$ cat src/rtl/control_sequencer.sv
// Control sequencer: decodes 19-bit instructions into datapath strobes and
// owns the carry/zero flags, call-stack occupancy and run/halt/fault state.
module control_sequencer #(
  parameter int STACK_DEPTH = 8,
  parameter int LVL_W       = 4
) (
  input  logic             clk,
  input  logic             rst_n,
  input  logic [18:0]      instruction,
  input  logic             alu_co,
  input  logic             alu_z,
  input  logic             shift_c,
  input  logic             shift_z,
  output logic             reg_write,
  output logic             mem_write,
  output logic             push,
  output logic             pop,
  output logic [2:0]       alu_op,
  output logic             alu_cin,
  output logic [1:0]       pc_sel,
  output logic             pc_en,
  output logic             flag_c,
  output logic             flag_z,
  output logic [LVL_W-1:0] stack_level,
  output logic             halted,
  output logic             fault
);

  typedef enum logic [1:0] {
    ST_INIT  = 2'b00,
    ST_RUN   = 2'b01,
    ST_HALT  = 2'b10,
    ST_FAULT = 2'b11
  } state_t;

  localparam logic [LVL_W-1:0] LVL_ZERO = {LVL_W{1'b0}};
  localparam logic [LVL_W-1:0] LVL_ONE  = LVL_W'(1);
  localparam logic [LVL_W-1:0] LVL_FULL = LVL_W'(STACK_DEPTH);

  state_t           state_r;
  state_t           state_nx_s;
  logic             flag_c_r;
  logic             flag_z_r;
  logic             flag_c_nx_s;
  logic             flag_z_nx_s;
  logic [LVL_W-1:0] level_r;
  logic [LVL_W-1:0] level_nx_s;
  logic [1:0]       cls_s;
  logic [2:0]       sub_s;
  logic             unused_bits_s;

  assign cls_s         = instruction[18:17];
  assign sub_s         = instruction[16:14];
  assign unused_bits_s = ^instruction[13:0];

  assign flag_c      = flag_c_r;
  assign flag_z      = flag_z_r;
  assign stack_level = level_r;
  assign halted      = (state_r == ST_HALT);
  assign fault       = (state_r == ST_FAULT);

  // Instruction decode and next-state computation; only RUN produces strobes.
  always_comb begin
    reg_write   = 1'b0;
    mem_write   = 1'b0;
    push        = 1'b0;
    pop         = 1'b0;
    alu_op      = 3'b000;
    alu_cin     = 1'b0;
    pc_sel      = 2'b00;
    pc_en       = 1'b0;
    flag_c_nx_s = flag_c_r;
    flag_z_nx_s = flag_z_r;
    level_nx_s  = level_r;
    state_nx_s  = state_r;
    case (state_r)
      ST_INIT: begin
        state_nx_s = ST_RUN;
      end
      ST_RUN: begin
        pc_en = 1'b1;
        case (cls_s)
          2'b00, 2'b01: begin
            alu_op      = sub_s;
            reg_write   = 1'b1;
            flag_c_nx_s = alu_co;
            flag_z_nx_s = alu_z;
            if ((sub_s == 3'b001) || (sub_s == 3'b011)) begin
              alu_cin = flag_c_r;
            end else begin
              alu_cin = 1'b0;
            end
          end
          2'b10: begin
            case (sub_s)
              3'b000: reg_write = 1'b1;
              3'b001: mem_write = 1'b1;
              3'b010: begin
                reg_write   = 1'b1;
                flag_c_nx_s = shift_c;
                flag_z_nx_s = shift_z;
              end
              3'b100: begin
                pc_en      = 1'b0;
                state_nx_s = ST_HALT;
              end
              default: pc_sel = 2'b00;
            endcase
          end
          2'b11: begin
            case (sub_s)
              3'b000: pc_sel = flag_z_r  ? 2'b01 : 2'b00;
              3'b001: pc_sel = !flag_z_r ? 2'b01 : 2'b00;
              3'b010: pc_sel = flag_c_r  ? 2'b01 : 2'b00;
              3'b011: pc_sel = !flag_c_r ? 2'b01 : 2'b00;
              3'b100: pc_sel = 2'b10;
              3'b101: begin
                // A full stack refuses the call instead of wrapping.
                if (level_r == LVL_FULL) begin
                  pc_en      = 1'b0;
                  state_nx_s = ST_FAULT;
                end else begin
                  push       = 1'b1;
                  pc_sel     = 2'b10;
                  level_nx_s = level_r + LVL_ONE;
                end
              end
              3'b110: begin
                if (level_r == LVL_ZERO) begin
                  pc_en      = 1'b0;
                  state_nx_s = ST_FAULT;
                end else begin
                  pop        = 1'b1;
                  pc_sel     = 2'b11;
                  level_nx_s = level_r - LVL_ONE;
                end
              end
              default: pc_sel = 2'b00;
            endcase
          end
          default: pc_en = 1'b1;
        endcase
      end
      ST_HALT:  state_nx_s = ST_HALT;
      ST_FAULT: state_nx_s = ST_FAULT;
      default:  state_nx_s = ST_FAULT;
    endcase
  end

  // State, flag and stack-level registers.
  always_ff @(posedge clk or negedge rst_n) begin
    if (!rst_n) begin
      state_r  <= ST_INIT;
      flag_c_r <= 1'b0;
      flag_z_r <= 1'b0;
      level_r  <= LVL_ZERO;
    end else begin
      state_r  <= state_nx_s;
      flag_c_r <= flag_c_nx_s;
      flag_z_r <= flag_z_nx_s;
      level_r  <= level_nx_s;
    end
  end

endmodule

$ cat config.mk
export PLATFORM = sky130hd
export DESIGN_NAME = control_sequencer
export DESIGN_NICKNAME = d
export VERILOG_FILES = /design/src/rtl/control_sequencer.sv
export SDC_FILE = /design/constraint.sdc
export NUM_CORES = 1
export LEC_CHECK = 0
export ABC_CLOCK_PERIOD_IN_PS = 2250
export BUFFER_PORTS_ARGS = -buffer_cell sky130_fd_sc_hd__buf_2
export CAP_MARGIN = 20
export CORE_MARGIN = 2
export CORE_UTILIZATION = 43
export CTS_BUF_LIST = sky130_fd_sc_hd__clkbuf_16
export CTS_CLUSTER_DIAMETER = 150
export CTS_CLUSTER_SIZE = 28
export DETAILED_ROUTE_END_ITERATION = 12
export GPL_ROUTABILITY_DRIVEN = 0
export PLACE_DENSITY = 0.85
export SETUP_SLACK_MARGIN = 0.05
export SYNTH_ARGS = -nofsm -noshare
export SYNTH_HDL_FRONTEND = slang
export SYNTH_SLANG_ARGS = --single-unit
$ cat constraint.sdc
create_clock -name clk -period 2.25 [get_ports clk]
set_input_delay 0.675 -clock clk [delete_from_list [all_inputs] [get_ports clk]]
set_output_delay 0.675 -clock clk [all_outputs]
set_load 0.03 [all_outputs]
# --- Word-level counts from Yosys, hierarchy flattened ---
# Index checks and enable logic that the tools add are counted.
word_totals:
  reg_bits: 8
  input_bits: 25
  out_inout_bits: 19
  word_cells: 84
classes:
  reduce_logical: 12
  n_mux: 45
  eq_ne: 21
  addsub: 2
op_table:
  columns: ["op", "n"]
  rows:
  - ["1-bit 2-to-1 mux", 24]
  - ["2-bit 2-to-1 mux", 7]
  - ["2-bit case mux with 7 select lines", 1]
  - ["1-bit case mux with 2 select lines", 5]
  - ["5-bit AND reduction", 2]
  - ["3-bit equality test, second input constant", 3]
  - ["2-bit equality test, second input constant", 4]
  - ["4-bit 2-to-1 mux", 2]
  - ["4-bit != test, second input constant", 2]
  - ["2-bit case mux with 2 select lines", 2]
  - ["2-bit case mux with 4 select lines", 1]
  - ["4-bit case mux with 2 select lines", 1]
  - ["3-bit by 2-bit equality test with 1-bit output, second input constant", 2]
  - ["3-bit 2-to-1 mux", 2]
  - ["2-bit != test, second input constant", 3]
  - ["4-bit by 1-bit adder with 4-bit output, second input constant", 1]
  - ["2-bit by 1-bit equality test with 1-bit output, second input constant", 2]
  - ["4-bit equality test, second input constant", 1]
  - ["2-bit zero test", 2]
  - ["4-bit zero test", 1]
  - ["4-bit by 3-bit != test with 1-bit output, second input constant", 1]
  - ["2-bit nonzero test", 2]
  - ["2-bit OR reduction", 2]
  - ["4-bit by 1-bit subtractor with 4-bit output, second input constant", 1]
  - ["other kinds (6)", 6]

# --- Longest topological paths before layout ---
# Gate-level depths: netlist of run 1.
logic_depth:
  depth_word: 5
  ltp_mapped: 8
  ltp_nobuf: 7

# --- Worst setup path after synthesis of run 1 ---
# Ideal clock, no wire load.
synth_path:
  path_kind: "input -> output"
  startpoint: "input port instruction[14]"
  endpoint: "output port pop"
  n_path_buf: 1
  arrival_ps: 2069
  required_ps: 1575
  stages: 3
  path_slack_ps: -494
  cell_sequence: "buf_6 -> nand3b_1 -> nor4_1"
synth_between:
  elab_chain_len: 4
synth_rtl:
  columns: ["element", "line_no", "rtl"]
  rows:
  - ["from (decl)", "9", "input logic [18:0] instruction,"]
  - ["3-bit equality test", "111", "case (sub_s)"]
  - ["1-bit 2-to-1 mux", "111", null]
  - ["1-bit 2-to-1 mux", "82", "case (cls_s)"]
  - ["1-bit 2-to-1 mux", "76", "case (state_r)"]
  - ["to (decl)", "17", "output logic pop,"]
# Every way passes these cells.

# --- Final worst setup path of run 1 ---
layout_path:
  startpoint: "input port instruction[15]"
  endpoint: "register level_r[3], in the netlist stack_level[3]"
layout_between:
  elab_chain_len: 3
  elab_cells_between_ends: 7
  classes_between: "eq/ne: 4; mux: 1; reduce/logical: 2"
layout_rtl:
  columns: ["element", "line_no", "rtl"]
  rows:
  - ["3-bit equality test", "111", null]
  - ["2-bit != test (no line) / 2-bit nonzero test (equally long branches)", null, null]
  - ["5-bit AND reduction (no line)", null, null]
  - ["to (signal assigned)", "161", "level_r <= level_nx_s;"]
  - ["to (decl)", "46", "logic [LVL_W-1:0] level_r;"]
# Parallel ways exist; a longest one is shown, timed or not.
# A chain may end at the register's enable or synchronous reset.

==> results of run 1 <==
[path summary, 6_finish.rpt]
| path | startpoint | to | slack (ps) | depth (start not counted) |
|---|---|---|---|---|
| setup / recovery | instruction[15] | stack_level[3] | -60 | 11 |
| hold / removal | rst_n | state_r[1] | 280 | 1 |
| setup reg to reg | stack_level[2] | stack_level[3] | 500 | 6 |
| hold reg to reg | state_r[1] | state_r[1] | 590 | 1 |
| max in group asynchronous | rst_n | stack_level[0] | 1790 | 1 |
| min in group clk | state_r[1] | state_r[1] | 590 | 1 |
[state kept, by name, summed over array words and instances, names as in the netlist]
| register | count |
|---|---|
| flag_c | 1 |
| flag_z | 1 |
| state_r | 2 |
| stack_level | 4 |
[cells by family after synthesis]
logic type / synth area share, %
xor gates and xnor gates: 6.95
muxes: 12.3
and+or+nand+nor: 28.6
buffers and inverters: 8.44
adders and majority gates: 5.96
DFF: 26.5
AOI/OAI and AO/OA: 11.3
[worst max-delay path: stages]
cell,delay [ps]
buf_12,110
buf_8,120
nand3b_1,130
buf_6,130
buf_4,110
inv_1,70
ha_1,350
a21oi_2,220
a21oi_1,110
nand4b_1,220
xnor2_1,160
[power groups by stage]
stage	Combinational, W	Sequential [W]	Clock [W]
2_1_floorplan	0.000368	0.000377	0
3_3_place_gp	0.000606	0.000291	0
3_5_place_dp	0.000625	0.000295	0
4_1_cts	0.000761	0.000285	0.000300
5_1_grt	0.000928	0.000311	0.000306
6_report	0.000880	0.000307	0.000299
[cell usage in the layout, fill, tap and decap left out, types with 2 or more instances in the layout]
cell type,n
clkbuf_16,3
ha_1,2
nor3_2,2
nor2b_1,2
dfrtp_2,2
inv_1,4
nand2_1,2
buf_4,23
nor4_4,3
buf_6,10
buf_8,2
nor2_2,2
nor3_4,2
nand3_1,2
nand2_2,3
dfrtp_1,6
buf_2,17
a21oi_2,5
and2_1,2
mux2_2,4
xnor2_1,6
buf_12,4
[through the flow]
step	setup slack, ps	TNS, ps
after floorplan	-113	-324
after global placement	-167	-506
after detailed placement	-177	-599
after CTS	3.93	0
after global routing	-138	-288
final	-63.1	-127
[cells in the mapped netlist, types with 2 or more instances]
master / number / area [um^2]
xnor2_1: 6 / 52.6
and2_1: 2 / 12.5
nor2b_1: 2 / 12.5
nand2_1: 4 / 15.0
dfrtp_1: 8 / 200
nor2_1: 3 / 11.3
buf_2: 2 / 10.0
mux2_2: 4 / 45.0
buf_6: 3 / 33.8
ha_1: 2 / 25.0
a21oi_1: 4 / 20.0
a21oi_2: 2 / 17.5
nor4_1: 4 / 25.0
nor3_1: 4 / 20.0
nand3_1: 3 / 15.0
inv_1: 4 / 15.0
[routing by layer]
metal	global-route usage, %	up-vias
met2	45.0	72
met1	38.5	454
met5	0	-
met4	18.3	0
li1	-	398
met3	3.57	23
[final cells by class]
| class | instances | area, um^2 |
|---|---|---|
| Multi-Input combinational cell | 63 | 643 |
| Timing Repair Buffer | 58 | 520 |
| Fill cell | 62 | 211 |
| Sequential cell | 8 | 203 |
| Clock buffer | 3 | 75.1 |
| Tap cell | 17 | 21.3 |
| Inverter | 4 | 15.0 |
[what timing repair did]
item | in CTS | in global routing
buffers inserted | 8 | 2
gates cloned | 1 | 0
pin swaps | 6 | 4
setup endpoints to repair | 7 | 11
resized for setup | 33 | 23
==> summary.md, run 1 <==
| Metric | Value |
|---|---|
| Status | finished, violations left |
| Failing checks | negative setup slack |
| Setup-failing EPs final | 4 |
| Sequential power share | 20.6% |
| Fin nets | 166 |
| CTS tree | built |
| Number of routed nets with antenna violations | 0 |
| Met3 wire length | 361 um |
| Final period util | 103% |
| DR vias/cell | 6.19 |
| Final design area excluding fillers | 1480 um^2 |
| Clock skew | 0.972 ps |
| Max Cap Violations | 0 |
| Via Count | 947 |
| Predominant post-synthesis flop cell | dfrtp_1 |
| Pre-Repair DR Iteration Count | 4 |
| Cts hold-fix bufs | 0 |
| Unrepaired setup endpoints after global routing | yes |
| Critical path arrival | 2420 ps |
| Final Util | 87.5% |
| Worst-margin pin slew | 288 ps |
| Antenna violations before repair | 0 |
| Combinational share of power | 59.2% |
| Worst Slack Setup Final | -63.1 ps |
| Top routing layer used | met4 |
| Critical path fanouts, max | 5 |
| Avg WL per Cell | 24.0 um |
| Maximum vdd ir drop | 0.735 mV |
| Hold Slack | 277 ps |
| Area of the core | 1690 um^2 |
| Power Total | 0.00149 W |
| # placed instances | 139 |
| H-tree levels | 1 |
| Diode count | 0 |
| Total CTS buffers | 3 |
| Die ar. | 2110 um^2 |
| Yosys reg bits | 8 |
| Insertion delay to the later sink of the worst-skew pair | 230 ps |
| Syn Inst Count | 81 |
| P_sw | 0.000664 W |
| CP Launch Type | primary input |
| Final WL | 3.68 mm |
| Synth-to-Final Area Change | 95.5% |
| Fmax | 0.432 GHz |
| Clk pin slew, worst setup/hold paths | 40 ps |
| Syn nets | 109 |
| Setup CP Type | in -> reg |
| Worst slew margin | 80.8% |
| Int Pwr | 0.000823 W |
| Vias in the first global route | 901 |
| I/O pin count | 44 |
| Remaining DRCs | 0 |
| Wl on met1 | 1.41 mm |
| WL met2 | 1.73 mm |
| Largest net degree at the start of global routing | 9 |
| Post-detail-place hpwl | 1.59 mm |
| # clock sinks | 8 |
| CP endpoint kind | flip-flop |
| Number of synthesis warnings | 0 |
| Seq/Total Area, Yosys | 26.5% |
| Post-synth cell types | 40 |
| EDFF count, synth | 0 |
| Net Sw Frac | 44.6% |
| Die X | 45.9 um |
| Post-Layout Cell Count | 153 |
| Clock root cell | clkbuf_16 |
| Worst Hold Class | in -> async |
| Total grt overflow | 0 |
| DR iter-0 viols | 36 |
| Initial Util | 44.7% |
| Die height | 45.9 um |
| Async SR Flop Fraction | 100% |
| GRT Overall Usage | 29.3% |
| Avg Cell Area, Syn | 9.33 um^2 |
| Lkg Pwr | 0.688 nW |
| Placed cell area | 1060 um^2 |
| Slew Viols, Final | 0 |
| WP data required | 2360 ps |
| Clock Tree Buf Depth | 2 |
| Final worst path period need | 2310 ps |
| Clock power share | 20.1% |
| FP Rows | 15 |
| Port Buffers | 29 |
| First-pass GRT wire length | 4.24 mm |
| Final hold violations | 0 |
| Post-Syn Area | 756 um^2 |
| Fraction of layout cells with a size suffix above 1 | 71.3% |
| Pwr/cell area | 1010 nW/um^2 |
Note: power is estimated with default switching activity, not from simulation.
==> inputs of run 2 (changes only) <==
--- a/config.mk
+++ b/config.mk
@@ -17,6 +17,7 @@
 export GPL_ROUTABILITY_DRIVEN = 0
 export PLACE_DENSITY = 0.85
 export SETUP_SLACK_MARGIN = 0.05
+export SKIP_LAST_GASP = 1
 export SYNTH_ARGS = -nofsm -noshare
 export SYNTH_HDL_FRONTEND = slang
 export SYNTH_SLANG_ARGS = --single-unit
==> run 2 against run 1 <==
  * The flow still finishes with violations (negative setup slack)
  * Flip-flop and latch count did not move
  * Utilization decreased by 1.1 points
  * Highest routed layer unchanged
  * Sequential share of layout area up 0.18 points
  * Via count up 3.3%
  * Hold slack gained 2.6 ps
  * Global-route usage unchanged
  * Power shrank 0.17%
  * Non-clock buffer count unchanged
  * Die area unchanged
  * First-iteration DRC count grew 42%
  * Sequential power about the same
==> summary.md, run 2 (same netlist as run 1, synthesis figures left out) <==
| Metric | Value |
|---|---|
| R2r startpoint | stack_level[2] |
| Remaining DRCs | 0 |
| Post-detail-place hpwl | 1.59 mm |
| Hold Slack | 280 ps |
| Final WL | 3.44 mm |
| Pwr/cell area | 1020 nW/um^2 |
| Setup crit start | instruction[15] |
| Cts hold-fix bufs | 0 |
| Diode count | 0 |
| GRT Overall Usage | 29.3% |
| Slew Viols, Final | 0 |
| Clk pin slew, worst setup/hold paths | 40 ps |
| Setup_tns | -148 ps |
| Maximum vdd ir drop | 0.804 mV |
| Antenna violations before repair | 0 |
| Critical path fanouts, max | 5 |
| Max reg flops | 4 |
| Clock Tree Buf Depth | 2 |
| Worst-margin pin slew | 277 ps |
| I/O pin count | 44 |
| Final hold violations | 0 |
| Total grt overflow | 0 |
| Die ar. | 2110 um^2 |
| CTS tree | built |
| Wl on met1 | 1.29 mm |
| Synth-to-Final Area Change | 93.0% |
| Final period util | 102% |
| DR iter-0 viols | 51 |
| Fin nets | 166 |
| Lkg Pwr | 0.681 nW |
| Port Buffers | 29 |
| Worst slew margin | 81.4% |
| Max Cap Violations | 0 |
| Die X | 45.9 um |
| Die height | 45.9 um |
| # clock sinks | 8 |
| DR vias/cell | 6.39 |
| Critical-path cell list | buf_12 -> buf_8 -> buf_12 -> nor4_4 -> o21bai_4 -> nor2_2 -> buf_6 |
| Clock root cell | clkbuf_16 |
| Fraction of layout cells with a size suffix above 1 | 70.6% |
| Worst Slack Setup Final | -53.2 ps |
| Setup-failing EPs final | 5 |
| Total CTS buffers | 3 |
| Final Util | 86.4% |
| Commonest non-fill, non-tap cell in the layout | buf_4 |
| Clock skew | 0.810 ps |
| Met3 wire length | 390 um |
| Pre-Repair DR Iteration Count | 4 |
| Worst R2R Setup Slack | 510 ps |
| Via Count | 978 |
| Critical path arrival | 1630 ps |
| Avg WL per Cell | 22.5 um |
| Highest-count cells in the layout ignoring fill and taps | 25 x buf_4, 17 x buf_2, 9 x buf_6, 6 x xnor2_1, 6 x dfrtp_1 |
| Fmax | 0.434 GHz |
| Top routing layer used | met4 |
| Buf/Inv on CP | 4 |
| WL met2 | 1.62 mm |
| H-tree levels | 1 |
| Final worst path period need | 2300 ps |
| Setup CP Type | in -> out |
| Critical path depth in cells | 7 |
| Most Frequent Cell on Critical Path | buf_12 |
| Placed cell area | 1060 um^2 |
| Crit path largest cell delay | 200 ps |
| FP Rows | 15 |
| Largest net degree at the start of global routing | 9 |
| Unrepaired setup endpoints after global routing | yes |
| DP Worst Slack | -177 ps |
| First-pass GRT wire length | 4.24 mm |
| FF-to-FF End | stack_level[3] |
| CP endpoint kind | output pin |
| Vias in the first global route | 901 |
| CP Launch Type | primary input |
| Slowest CP cell | o21bai_4 |
| CP top delay family | buffers and inverters |
| Status | finished, violations left |
| Number of routed nets with antenna violations | 0 |
| WP data required | 1570 ps |
| Final design area excluding fillers | 1460 um^2 |
| Crit path to | pc_en |
| Area of the core | 1690 um^2 |
| Insertion delay to the later sink of the worst-skew pair | 230 ps |
| Worst Hold Class | in -> async |
| Initial Util | 44.7% |
| Failing checks | negative setup slack |
| Worst-case reg-to-reg path depth | 6 |
run 2: cell counts in the layout (fill, tap and decap cells not counted):
Identical to the previous run, type by type.
run 2: how the worst min path moves through the flow:
stage	startpoint	endpoint	depth (start not counted)
6_report	rst_n	state_r[0]	1
5_1_grt	rst_n	state_r[1]	1
4_1_cts	rst_n	stack_level[1]	1
3_5_place_dp	state_r[1]	state_r[1]	1
3_3_place_gp	state_r[1]	state_r[1]	1
2_1_floorplan	rst_n	flag_c	0
run 2: area by class of cell:
| class | count | area (um^2) |
|---|---|---|
| Timing Repair Buffer | 58 | 504 |
| Fill cell | 72 | 230 |
| Clock buffer | 3 | 75.1 |
| Sequential cell | 8 | 203 |
| Tap cell | 17 | 21.3 |
| Inverter | 4 | 15.0 |
| Multi-Input combinational cell | 63 | 641 |
run 2: timing repair:
item / 4_1_cts / 5_1_grt
gates cloned: 1 / 0
setup buffers: 8 / 2
pin swaps: 6 / 4
setup endpoints to repair: 7 / 11
gates resized for setup: 33 / 18
run 2: where the power goes:
group          leakage (nW)  internal [W]  switching (W)  total [W]
clock network        0.0370      0.000229      0.0000663   0.000295
logic                 0.556      0.000385       0.000498   0.000882
registers            0.0880      0.000208      0.0000981   0.000307
total                 0.681      0.000822       0.000662    0.00148
run 2: metrics by stage:
step,total power [W],std cells
6_report,0.00148,153
5_1_grt,0.00154,153
4_1_cts,0.00135,151
3_5_place_dp,0.000920,139
3_3_place_gp,0.000897,139
2_1_floorplan,0.000746,81
run 2: routing by layer:
layer | vias up | GRT usage [%]
met5 | - | 0
met4 | 0 | 18.3
met3 | 22 | 3.57
met2 | 98 | 45.0
met1 | 461 | 38.5
li1 | 397 | -
run 2: worst register-to-register path, cell delays in order (launching register included):
cell      delay [ps]
dfrtp_1          390
buf_4            170
ha_1             370
a21oi_2          200
a21oi_1          110
nand4b_1         220
xnor2_1          160
